==> config.mk <==
export PLATFORM = sky130hd
export DESIGN_NAME = uart_rx_fifo_flat
export DESIGN_NICKNAME = d
export VERILOG_FILES = /design/src/rtl/uart_rx_fifo_if.sv /design/src/rtl/uart_rx_fifo.sv /design/src/flat_wrapper.sv
export SDC_FILE = /design/constraint.sdc
export NUM_CORES = 1
export LEC_CHECK = 0
export ABC_AREA = 1
export BUFFER_PORTS_ARGS = -buffer_cell sky130_fd_sc_hd__buf_2
export CAP_MARGIN = 30
export CORE_MARGIN = 3
export CORE_UTILIZATION = 56
export DETAILED_ROUTE_END_ITERATION = 7
export PLACE_DENSITY = 0.76
export SLEW_MARGIN = 20
export SYNTH_ARGS = -nofsm -noshare
export SYNTH_HDL_FRONTEND = slang
export SYNTH_SLANG_ARGS = --single-unit
==> constraint.sdc <==
create_clock -name clk -period 2.15 [get_ports clk]
set_input_delay 0.1075 -clock clk [delete_from_list [all_inputs] [get_ports clk]]
set_output_delay 0.1075 -clock clk [all_outputs]
set_load 0.005 [all_outputs]
==> src/rtl/uart_rx_fifo_if.sv <==
// Pop-side bus of the UART receive FIFO: head word, its error flags and the valid/ready pair.
// The receiver drives the master modport; the consumer (MMIO/loader) uses the slave modport.
interface uart_rx_fifo_if #(
    parameter int DATA_BITS = 8
);
    logic [DATA_BITS-1:0] rdata;
    logic                 rdata_valid;
    logic                 rdata_ready;
    logic                 frame_err;
    logic                 parity_err;

    modport master (
        output rdata,
        output rdata_valid,
        output frame_err,
        output parity_err,
        input  rdata_ready
    );

    modport slave (
        input  rdata,
        input  rdata_valid,
        input  frame_err,
        input  parity_err,
        output rdata_ready
    );
endinterface

==> src/rtl/uart_rx_fifo.sv <==
// Parametrised UART receiver with input synchroniser, false-start rejection, parity/stop checks
// and a first-word fall-through RX FIFO whose entries carry their own error flags.
module uart_rx_fifo #(
    parameter int FMAX_MHz   = 27,
    parameter int BaudRate   = 115200,
    parameter int DATA_BITS  = 8,
    parameter int PARITY     = 0,
    parameter int STOP_BITS  = 1,
    parameter int FIFO_DEPTH = 4
) (
    input  logic           clk,
    input  logic           reset_n,
    input  logic           uart_rx,
    uart_rx_fifo_if.master rxBus,
    output logic           overrun,
    output logic           busy
);

`ifdef FAST_UART
    localparam int DELAY_FRAMES = 2;
`else
    localparam int DELAY_FRAMES = FMAX_MHz * 1000000 / BaudRate;
`endif
    localparam int HALF  = DELAY_FRAMES / 2;
    localparam int PTR_W = $clog2(FIFO_DEPTH);
    localparam int ENT_W = DATA_BITS + 2;

    localparam logic [31:0]    FULL_LIM  = 32'(DELAY_FRAMES);
    localparam logic [31:0]    HALF_LIM  = 32'(HALF);
    localparam logic [31:0]    CNT_ONE   = 32'd1;
    localparam logic [2:0]     LAST_BIT  = 3'(DATA_BITS - 1);
    localparam logic           LAST_STOP = 1'(STOP_BITS - 1);
    localparam logic [PTR_W:0] PTR_ONE   = (PTR_W + 1)'(1);

    typedef enum logic [2:0] {
        S_IDLE,
        S_START,
        S_DATA,
        S_PAR,
        S_STOP,
        S_PUSH,
        S_BRK
    } rxStateT;

    rxStateT              state;
    logic                 rxMeta;
    logic                 rxSync;
    logic [31:0]          counter;
    logic [2:0]           bitIdx;
    logic                 stopIdx;
    logic [DATA_BITS-1:0] shiftData;
    logic                 parityBad;
    logic                 frameBad;

    logic [ENT_W-1:0]     mem [FIFO_DEPTH];
    logic [PTR_W:0]       wrPtr;
    logic [PTR_W:0]       rdPtr;
    logic                 fifoEmpty;
    logic                 fifoFull;
    logic                 pushEn;
    logic                 popEn;
    logic [ENT_W-1:0]     head;
    logic                 sampleTick;
    logic                 halfTick;

    // Both sync stages reset high so a reset never looks like a start bit.
    always_ff @(posedge clk) begin
        if (!reset_n) begin
            rxMeta <= 1'b1;
            rxSync <= 1'b1;
        end else begin
            rxMeta <= uart_rx;
            rxSync <= rxMeta;
        end
    end

    assign sampleTick = (counter + CNT_ONE) == FULL_LIM;
    assign halfTick   = (counter + CNT_ONE) == HALF_LIM;

    always_ff @(posedge clk) begin
        if (!reset_n) begin
            state     <= S_IDLE;
            counter   <= '0;
            bitIdx    <= '0;
            stopIdx   <= 1'b0;
            shiftData <= '0;
            parityBad <= 1'b0;
            frameBad  <= 1'b0;
            busy      <= 1'b0;
            overrun   <= 1'b0;
        end else begin
            overrun <= 1'b0;
            case (state)
                S_IDLE: begin
                    if (!rxSync) begin
                        state   <= S_START;
                        counter <= '0;
                        busy    <= 1'b1;
                    end
                end
                S_START: begin
                    if (halfTick) begin
                        counter <= '0;
                        if (rxSync) begin
                            state <= S_IDLE;
                            busy  <= 1'b0;
                        end else begin
                            state     <= S_DATA;
                            bitIdx    <= '0;
                            parityBad <= 1'b0;
                            frameBad  <= 1'b0;
                        end
                    end else begin
                        counter <= counter + CNT_ONE;
                    end
                end
                S_DATA: begin
                    if (sampleTick) begin
                        counter   <= '0;
                        // LSB arrives first, so after DATA_BITS shifts it sits at bit 0.
                        shiftData <= {rxSync, shiftData[DATA_BITS-1:1]};
                        if (bitIdx == LAST_BIT) begin
                            state   <= (PARITY != 0) ? S_PAR : S_STOP;
                            stopIdx <= 1'b0;
                        end else begin
                            bitIdx <= bitIdx + 3'd1;
                        end
                    end else begin
                        counter <= counter + CNT_ONE;
                    end
                end
                S_PAR: begin
                    if (sampleTick) begin
                        counter   <= '0;
                        parityBad <= ((^shiftData) ^ rxSync) != (PARITY == 1);
                        state     <= S_STOP;
                        stopIdx   <= 1'b0;
                    end else begin
                        counter <= counter + CNT_ONE;
                    end
                end
                S_STOP: begin
                    if (sampleTick) begin
                        counter <= '0;
                        if (!rxSync) begin
                            frameBad <= 1'b1;
                        end
                        if (stopIdx == LAST_STOP) begin
                            state <= S_PUSH;
                        end else begin
                            stopIdx <= 1'b1;
                        end
                    end else begin
                        counter <= counter + CNT_ONE;
                    end
                end
                S_PUSH: begin
                    overrun <= fifoFull;
                    if (rxSync) begin
                        state <= S_IDLE;
                        busy  <= 1'b0;
                    end else begin
                        state <= S_BRK;
                    end
                end
                S_BRK: begin
                    if (rxSync) begin
                        state <= S_IDLE;
                        busy  <= 1'b0;
                    end
                end
                default: begin
                    state <= S_IDLE;
                    busy  <= 1'b0;
                end
            endcase
        end
    end

    // Extra pointer MSB distinguishes full from empty; full is judged before any same-cycle pop.
    assign fifoEmpty = (wrPtr == rdPtr);
    assign fifoFull  = (wrPtr[PTR_W] != rdPtr[PTR_W]) &&
                       (wrPtr[PTR_W-1:0] == rdPtr[PTR_W-1:0]);
    assign pushEn    = (state == S_PUSH) && !fifoFull;
    assign popEn     = !fifoEmpty && rxBus.rdata_ready;

    always_ff @(posedge clk) begin
        if (!reset_n) begin
            wrPtr <= '0;
            rdPtr <= '0;
        end else begin
            if (pushEn) begin
                wrPtr <= wrPtr + PTR_ONE;
            end
            if (popEn) begin
                rdPtr <= rdPtr + PTR_ONE;
            end
        end
    end

    always_ff @(posedge clk) begin
        if (pushEn) begin
            mem[wrPtr[PTR_W-1:0]] <= {parityBad, frameBad, shiftData};
        end
    end

    // Head is forced to zero while empty so the outputs read 0 out of reset.
    assign head              = mem[rdPtr[PTR_W-1:0]];
    assign rxBus.rdata_valid = !fifoEmpty;
    assign rxBus.rdata       = fifoEmpty ? '0 : head[DATA_BITS-1:0];
    assign rxBus.frame_err   = !fifoEmpty && head[DATA_BITS];
    assign rxBus.parity_err  = !fifoEmpty && head[DATA_BITS+1];

endmodule

==> src/flat_wrapper.sv <==
// flat-port wrapper written by rule: the top's interface ports become plain ports
module uart_rx_fifo_flat 
#(
    parameter int FMAX_MHz   = 27,
    parameter int BaudRate   = 115200,
    parameter int DATA_BITS  = 8,
    parameter int PARITY     = 0,
    parameter int STOP_BITS  = 1,
    parameter int FIFO_DEPTH = 4
)
  (clk, reset_n, uart_rx, overrun, busy, rxBus_rdata, rxBus_rdata_valid, rxBus_frame_err, rxBus_parity_err, rxBus_rdata_ready);
  uart_rx_fifo_if #(.DATA_BITS(DATA_BITS)) rxBus_i ();
  input  logic clk;
  input  logic reset_n;
  input  logic uart_rx;
  output logic overrun;
  output logic busy;
  output wire logic [$bits(rxBus_i.rdata)-1:0] rxBus_rdata;
  output wire logic [$bits(rxBus_i.rdata_valid)-1:0] rxBus_rdata_valid;
  output wire logic [$bits(rxBus_i.frame_err)-1:0] rxBus_frame_err;
  output wire logic [$bits(rxBus_i.parity_err)-1:0] rxBus_parity_err;
  input wire logic [$bits(rxBus_i.rdata_ready)-1:0] rxBus_rdata_ready;
  assign rxBus_rdata = rxBus_i.rdata;
  assign rxBus_rdata_valid = rxBus_i.rdata_valid;
  assign rxBus_frame_err = rxBus_i.frame_err;
  assign rxBus_parity_err = rxBus_i.parity_err;
  assign rxBus_i.rdata_ready = rxBus_rdata_ready;
  uart_rx_fifo #(.FMAX_MHz(FMAX_MHz), .BaudRate(BaudRate), .DATA_BITS(DATA_BITS), .PARITY(PARITY), .STOP_BITS(STOP_BITS), .FIFO_DEPTH(FIFO_DEPTH)) u_core (.clk(clk), .reset_n(reset_n), .uart_rx(uart_rx), .rxBus(rxBus_i), .overrun(overrun), .busy(busy));
endmodule
==> Flow_metrics.wiki, run 1 <==
{| class="wikitable"
! Metric !! Value
|-
| Antenna-violating nets left || 0
|-
| 1st-iter DRT viols || 245
|-
| # rows || 35
|-
| Final total power || 6.04 mW
|-
| Biggest fanout along the worst timing path || 7
|-
| CTS tree || yes
|-
| Post-synthesis cell area || 5460 um^2
|-
| Endpoint of the lowest-slack register-to-register path || u_core.bitIdx[2]$_SDFFE_PN0P_
|-
| FF-to-FF path depth || 17
|-
| Latest clock arrival within the worst-skew pair || 0.37 ns
|-
| Biggest area contributors in the synthesized netlist || dfxtp_1 (22%), edfxtp_1 (22%), nand2_1 (15%), nor2_1 (8.0%), inv_1 (5.2%)
|-
| Number of ports placed on the die boundary || 17
|-
| Number of flops mapped to enable cells by yosys || 40
|-
| Commonest cells post-synth || nand2_1 (217), nor2_1 (117), inv_1 (75)
|-
| Rel. slew slack || 0.570
|-
| Arrival time worst endpoint || 2.73 ns
|-
| Count leader, synth || nand2_1
|-
| Min Clock Period, post-route || 2.43 ns
|-
| Share of final-layout standard cells stronger than drive strength 1 || 0.234
|-
| Pin count of the biggest net entering global routing || 29
|-
| Measured slew at the worst slew-check pin || 0.644 ns
|-
| Aggregate routed wire length || 12900 um
|-
| Vias per std cell || 5.16
|-
| Met1 Use GR || 0.287
|-
| Power density normalized to cell area || 922 nW/um^2
|-
| Gate count after technology mapping || 735
|-
| Number of I/O port buffers || 16
|-
| Skew final || 0.0129 ns
|-
| Max-cap violations || 0
|-
| Syn nets || 749
|-
| Master cell of the clock root buffer || clkbuf_8
|-
| Synth async-reset ratio || 0
|-
| Leak || 2.87 nW
|-
| Initial core utilization || 0.583
|-
| Number of buffers and inverters on the critical path || 0
|-
| Routed wire length per instance || 13.6 um
|-
| Top FF cell, synth || dfxtp_1
|-
| Area leader, netlist || dfxtp_1
|-
| Antenna violations before repair || 0
|-
| Critical path type || reg -> reg
|-
| Largest vdd supply drop || 0.540 mV
|-
| H-tree levels || 3
|-
| Number of global-route vias before repair || 4609
|-
| Final #Nets || 829
|-
| Final critical-path share of the clock period || 1.13
|-
| Critical path, cell by cell || ha_4, nand2_4, nor2_4, nand2_2, nor2_4, nand2_1, nand2_1, nand2_2, nor2_2, nand2_2, nor2_4, nand3_4, a21oi_4, nand2_2, nand2_1, nand2_1, nor2_1
|-
| Startpoint of the worst-slack reg-to-reg timing path || u_core.counter[1]$_SDFFE_PN0P_
|-
| Std-Cell Core Area || 9370 um^2
|-
| Setup ws final || -0.284 ns
|-
| Clock slew seen by the registers of the worst setup and hold paths || 0.10 ns
|-
| Routed vias || 4895
|-
| Share of the core filled with cells || 0.699
|-
| Height of the chip || 105 um
|-
| Required time at the endpoint of the critical path || 2.45 ns
|-
| Count of unresolved DRC violations after routing || 0
|-
| Capture endpoint of the worst hold path || u_core.rdPtr[0]$_SDFFE_PN0P_
|-
| Number of flip-flops and latches in the synthesized netlist || 100
|-
| Die extent in x || 105 um
|-
| Top-area cell type share of the netlist area || 0.220
|-
| Number of fill cells in the layout || 795
|-
| Critical Path Sink Type || flop
|-
| Total of endpoints with negative setup slack in the final report || 25
|-
| Global Route met2 Usage || 0.430
|-
| Number of warnings issued by yosys || 0
|-
| Number of CTS-inserted buffers || 9
|-
| Routability cong. || 0.931
|-
| Worst min path class || in -> reg
|-
| Share of the yosys chip area belonging to registers || 0.440
|-
| N_diodes || 0
|-
| Number of endpoints with negative hold slack in the final report || 0
|-
| Startpoint of the most critical hold path || rxBus_rdata_ready
|-
| Global-route wire length before repair || 21500 um
|-
| Nature of the critical path startpoint || flop
|-
| Slowest cell on the critical path || dfxtp_4
|-
| Worst path top cell family by delay || simple AND/OR/NAND/NOR gates
|-
| Count of different cell masters after synthesis || 37
|-
| Maximum operating frequency || 411 MHz
|-
| Area Overhead vs Synth || 20.0%
|-
| FF-to-FF setup slack || -0.28 ns
|-
| Grt total ovfl || 0
|-
| Post-Route Setup TNS || -5.78 ns
|-
| RSZ-0062 raised after global routing || true
|-
| Status || finished, violations left
|-
| Delay of the slowest cell on the worst path || 0.38 ns
|-
| Final Max Slew Viols || 0
|-
| GRT Overall Usage || 0.237
|-
| GR peak layer || met2
|-
| Failing checks || negative setup slack
|-
| Die area || 11000 um^2
|-
| Estimated wirelength of the detail-placed design || 9190 um
|-
| Number of iterations in the first detailed-routing pass || 5
|-
| Mean instance size in the synthesized netlist || 7.43 um^2
|-
| Fraction of met3 tracks used by global routing || 0.0284
|-
| Clock Tree Buf Depth || 2
|-
| Num Clock Sinks || 100
|-
| Depth of the worst hold-timing path || 3
|}
## per-layer routing
| layer | routed length (um) | vias to the layer above |
|---|---|---|
| li1 | - | 2502 |
| met1 | 5570 | 2273 |
| met2 | 6640 | 95 |
| met3 | 426 | 25 |
| met4 | 309 | 0 |
| met5 | 0 | - |
## how the worst max path moves through the flow
| stage | startpoint | end | cells after the start |
|---|---|---|---|
| after detailed placement | u_core.counter[1]$_SDFFE_PN0P_ | u_core.state[2]$_SDFFE_PN0P_ | 16 |
| after global placement | u_core.counter[1]$_SDFFE_PN0P_ | u_core.state[1]$_SDFFE_PN0P_ | 16 |
| after CTS | u_core.counter[0]$_SDFFE_PN0P_ | u_core.bitIdx[2]$_SDFFE_PN0P_ | 17 |
| after global routing | u_core.counter[1]$_SDFFE_PN0P_ | u_core.frameBad$_SDFFE_PN0P_ | 16 |
| after floorplan | u_core.counter[0]$_SDFFE_PN0P_ | u_core.state[2]$_SDFFE_PN0P_ | 18 |
| final | u_core.counter[1]$_SDFFE_PN0P_ | u_core.bitIdx[2]$_SDFFE_PN0P_ | 17 |
## sequential cells by signal (all words and copies together), names as in the netlist, 3 cells and up, named ones only
signal,cells
u_core.mem,40
u_core.rdPtr,3
u_core.shiftData,8
u_core.counter,32
u_core.bitIdx,3
u_core.wrPtr,3
u_core.state,3
## through the flow
stage | setup slack (ns) | std cells | hold WS, ns | area, um^2
floorplan | 0.0141 | 735 | 0.214 | 5480
detailed placement | -0.401 | 921 | 0.298 | 6100
CTS | -0.242 | 945 | 0.0765 | 6460
global route | -0.495 | 949 | 0.0962 | 6550
finish | -0.284 | 949 | 0.0912 | 6550
global placement | -0.335 | 920 | 0.302 | 6080
## cell usage in the layout (no fill, tap or decap), types with 4 or more instances in the layout
| master | Yosys | layout |
|---|---|---|
| xnor2_1 | 7 | 7 |
| nand3b_1 | 12 | 12 |
| nand3_2 | 2 | 4 |
| nor3_1 | 5 | 4 |
| nand4_1 | 5 | 5 |
| nand3_1 | 19 | 16 |
| buf_2 | 0 | 16 |
| ha_1 | 10 | 9 |
| o21ai_1 | 9 | 9 |
| inv_1 | 75 | 75 |
| o21ai_0 | 26 | 25 |
| o32ai_1 | 10 | 10 |
| dfxtp_1 | 60 | 53 |
| nor2_1 | 117 | 105 |
| nand2_1 | 217 | 213 |
| a21oi_1 | 35 | 35 |
| buf_4 | 0 | 67 |
| edfxtp_1 | 40 | 40 |
| xor2_1 | 6 | 6 |
| nand2_2 | 22 | 21 |
| nand2_4 | 3 | 8 |
| clkbuf_8 | 1 | 9 |
| nor2_4 | 12 | 15 |
| dfxtp_2 | 0 | 5 |
| nor2_2 | 10 | 20 |
## power by group
part	leakage (nW)	internal (mW)	switching, mW
registers	0.911	2.10	0.162
clock network	0.109	0.569	0.707
logic	1.85	0.848	1.65
total	2.87	3.52	2.52
## tightest hold or removal path: stages
cell and delay (ns):
buf_2 0.10, nand2_1 0.12, a21oi_1 0.08
## final cells by class
type / instances / area (um^2) / area share
Multi-Input combinational cell: 540 / 2840 / 0.434
Sequential cell: 100 / 2420 / 0.369
Timing Repair Buffer: 86 / 619 / 0.0945
Inverter: 78 / 295 / 0.0451
Tap cell: 129 / 161 / 0.0246
Clock buffer: 9 / 124 / 0.0189
Clock inverter: 7 / 92.6 / 0.0141
## kinds of logic (layout without fill, tap and decap cells)
family / Yosys count / after routing / share of synthesized area
AOI/OAI and AO/OA: 84 / 84 / 0.0866
xor gates and xnor gates: 13 / 13 / 0.0208
adders and majority gates: 10 / 10 / 0.0229
buffers and inverters: 96 / 180 / 0.0685
DFF: 100 / 100 / 0.440
and+or+nand+nor: 432 / 433 / 0.361
## what timing repair did
item | CTS | global route
hold buffers | 1 | 0
pin swaps | 8 | 8
cloned | 0 | 1
hold endpoints to repair | 1 | 0
setup buffers | 7 | 3
setup endpoints to repair | 25 | 31
gates resized for setup | 22 | 19
No activity file was read; power rests on OpenSTA's default activity.
==> run 2, diff against run 1 <==
--- a/config.mk
+++ b/config.mk
@@ -8,10 +8,10 @@
 export ABC_AREA = 1
 export BUFFER_PORTS_ARGS = -buffer_cell sky130_fd_sc_hd__buf_2
 export CAP_MARGIN = 30
+export CORE_ASPECT_RATIO = 0.9
 export CORE_MARGIN = 3
-export CORE_UTILIZATION = 56
+export CORE_UTILIZATION = 30
 export DETAILED_ROUTE_END_ITERATION = 7
-export PLACE_DENSITY = 0.76
 export SLEW_MARGIN = 20
 export SYNTH_ARGS = -nofsm -noshare
 export SYNTH_HDL_FRONTEND = slang
==> constraint.sdc (replaced) <==
create_clock -name clk -period 2.15 [get_ports clk]
set_input_delay 0.1075 -clock clk [delete_from_list [all_inputs] [get_ports clk]]
set_output_delay 0.1075 -clock clk [all_outputs]
set_load 0.05 [all_outputs]
==> run 2 against run 1 <==
  * The run still ends with negative setup slack left
  * Final area grew 7.1%
  * Worst setup slack better by 0.063 ns
  * Global-route usage decreased by 10 points
  * Clock power up 23%
  * Non-clock buffer count up 28
  * Clock skew fell by 0.0041 ns
  * First-iteration DRC count down 12%
  * Sequential power is essentially flat
  * Critical endpoint is now u_core.counter[0]$_SDFFE_PN0P_
==> Flow_metrics.wiki, run 2 (synthesis gave the netlist of run 1 again) <==
{| class="wikitable"
! Metric !! Value
|-
| Initial core utilization || 0.308
|-
| Vias per std cell || 4.38
|-
| Master cell of the clock root buffer || clkbuf_16
|-
| Biggest fanout along the worst timing path || 6
|-
| Number of I/O port buffers || 16
|-
| Antenna violations before repair || 0
|-
| Estimated wirelength of the detail-placed design || 9110 um
|-
| Antenna-violating nets left || 0
|-
| Clock Tree Buf Depth || 2
|-
| GRT Overall Usage || 0.135
|-
| Pin count of the biggest net entering global routing || 31
|-
| Routed vias || 4765
|-
| Post-Route Setup TNS || -4.22 ns
|-
| Global-route wire length before repair || 21900 um
|-
| CTS tree || yes
|-
| Share of final-layout standard cells stronger than drive strength 1 || 0.275
|-
| Placed insts || 1060
|-
| Skew final || 0.00885 ns
|-
| Final critical-path share of the clock period || 1.10
|-
| Routability cong. || 0.879
|-
| Count of unresolved DRC violations after routing || 0
|-
| Min Clock Period, post-route || 2.37 ns
|-
| Die area || 19900 um^2
|-
| Height of the chip || 134 um
|-
| Critical path type || reg -> reg
|-
| Failing checks || negative setup slack
|-
| Std-Cell Core Area || 17700 um^2
|-
| Largest vdd supply drop || 0.502 mV
|-
| Latest clock arrival within the worst-skew pair || 0.35 ns
|-
| Leak || 3.06 nW
|-
| Status || finished, violations left
|-
| Share of the core filled with cells || 0.396
|-
| Max-cap violations || 0
|-
| Number of CTS-inserted buffers || 9
|-
| RSZ-0062 raised after global routing || true
|-
| Maximum operating frequency || 422 MHz
|-
| N_diodes || 0
|-
| Number of endpoints with negative hold slack in the final report || 0
|-
| Highest-count cells in the layout ignoring fill and taps || nand2_1 (209), nor2_1 (106), buf_4 (91)
|-
| Standard cell area after detailed placement || 6450 um^2
|-
| Number of global-route vias before repair || 4534
|-
| Power density normalized to cell area || 981 nW/um^2
|-
| 1st-iter DRT viols || 216
|-
| Final Max Slew Viols || 0
|-
| Worst min path class || in -> reg
|-
| Number of ports placed on the die boundary || 17
|-
| Most frequent standard cell in the layout excluding fill and tap cells || nand2_1
|-
| Num Clock Sinks || 100
|-
| # rows || 46
|-
| Clock slew seen by the registers of the worst setup and hold paths || 0.07 ns
|-
| Aggregate routed wire length || 12800 um
|-
| Nature of the critical path startpoint || flop
|-
| Grt total ovfl || 0
|-
| Rel. slew slack || 0.571
|-
| Final Cell Area || 7020 um^2
|-
| H-tree levels || 3
|-
| Final #Nets || 856
|-
| Die extent in x || 148 um
|-
| Area Overhead vs Synth || 28.5%
|-
| Number of iterations in the first detailed-routing pass || 4
|-
| Critical Path Sink Type || flop
|-
| Final total power || 6.88 mW
|-
| Number of flip-flops in the largest register || 40
|-
| Layout Cells excl Fill || 1087
|-
| Required time at the endpoint of the critical path || 2.38 ns
|-
| Setup ws final || -0.221 ns
|-
| Total of endpoints with negative setup slack in the final report || 25
|-
| Routed wire length per instance || 11.7 um
|-
| Arrival time worst endpoint || 2.61 ns
|-
| Measured slew at the worst slew-check pin || 0.643 ns
|}
-- run 2: changes by cell type in the layout (fill, tap and decap cells not counted), sizes merged --
cell,delta
inv,+1
clkinvlp,+2
bufinv,-1
nor2,-1
buf,+28
clkinv,-3
clkbuf,+1
-- run 2: metal layers --
metal	vias up	GRT usage	part of all wire
met5	-	0	0
met2	61	0.214	0.46
met3	15	0.0280	0.026
li1	2562	-	-
met4	0	0.0421	0.015
met1	2127	0.186	0.49
-- run 2: area by class of cell --
cell class | instances | area, um^2
clock inverter | 6 | 57.6
sequential | 100 | 2420
timing repair buffer | 114 | 858
clock buffer | 10 | 229
inverter | 78 | 295
multi-input combinational | 539 | 2860
tap | 240 | 300
fill | 1850 | 10700
-- run 2: timing repair --
item,in CTS,in global routing
hold buffers,1,0
resized for setup,39,27
setup endpoints to repair,25,51
hold endpoints to repair,1,0
pin swaps,17,24
buffers inserted,4,6
-- run 2: power breakdown --
part | internal [mW] | switching (mW)
Clock | 0.813 | 0.766
Combinational | 0.873 | 2.18
Sequential | 2.10 | 0.155
Total | 3.79 | 3.10
-- run 2: through the flow --
| step | worst slack, ns | hold slack (ns) |
|---|---|---|
| after floorplan | 0.0141 | 0.214 |
| after global placement | -0.200 | 0.328 |
| after detailed placement | -0.238 | 0.320 |
| after CTS | -0.206 | 0.102 |
| after global routing | -0.396 | 0.139 |
| final | -0.221 | 0.112 |
-- run 2: worst paths after layout --
| kind | slack (ns) | cells after the start | to | startpoint |
|---|---|---|---|---|
| setup / recovery | -0.22 | 17 | u_core.counter[0]$_SDFFE_PN0P_ | u_core.counter[0]$_SDFFE_PN0P_ |
| hold / removal | 0.11 | 3 | u_core.rdPtr[0]$_SDFFE_PN0P_ | rxBus_rdata_ready |
| setup reg to reg | -0.22 | 17 | u_core.counter[0]$_SDFFE_PN0P_ | u_core.counter[0]$_SDFFE_PN0P_ |
| hold reg to reg | 0.44 | 1 | u_core.rxSync$_SDFF_PN1_ | u_core.rxMeta$_SDFF_PN1_ |
-- run 2: worst max-delay path, cell delays in order, from the launching register on --
cell	delay, ns
dfxtp_4	0.37
ha_4	0.15
nand2_4	0.05
nor2_4	0.16
buf_12	0.13
nand2_8	0.05
nor2_4	0.13
nand2_1	0.07
nand2_1	0.08
nand2_2	0.09
nor2_4	0.11
nand2_4	0.06
nor2_4	0.18
nand3_4	0.17
nand2_2	0.11
nand2_2	0.10
o211ai_1	0.21
inv_1	0.06
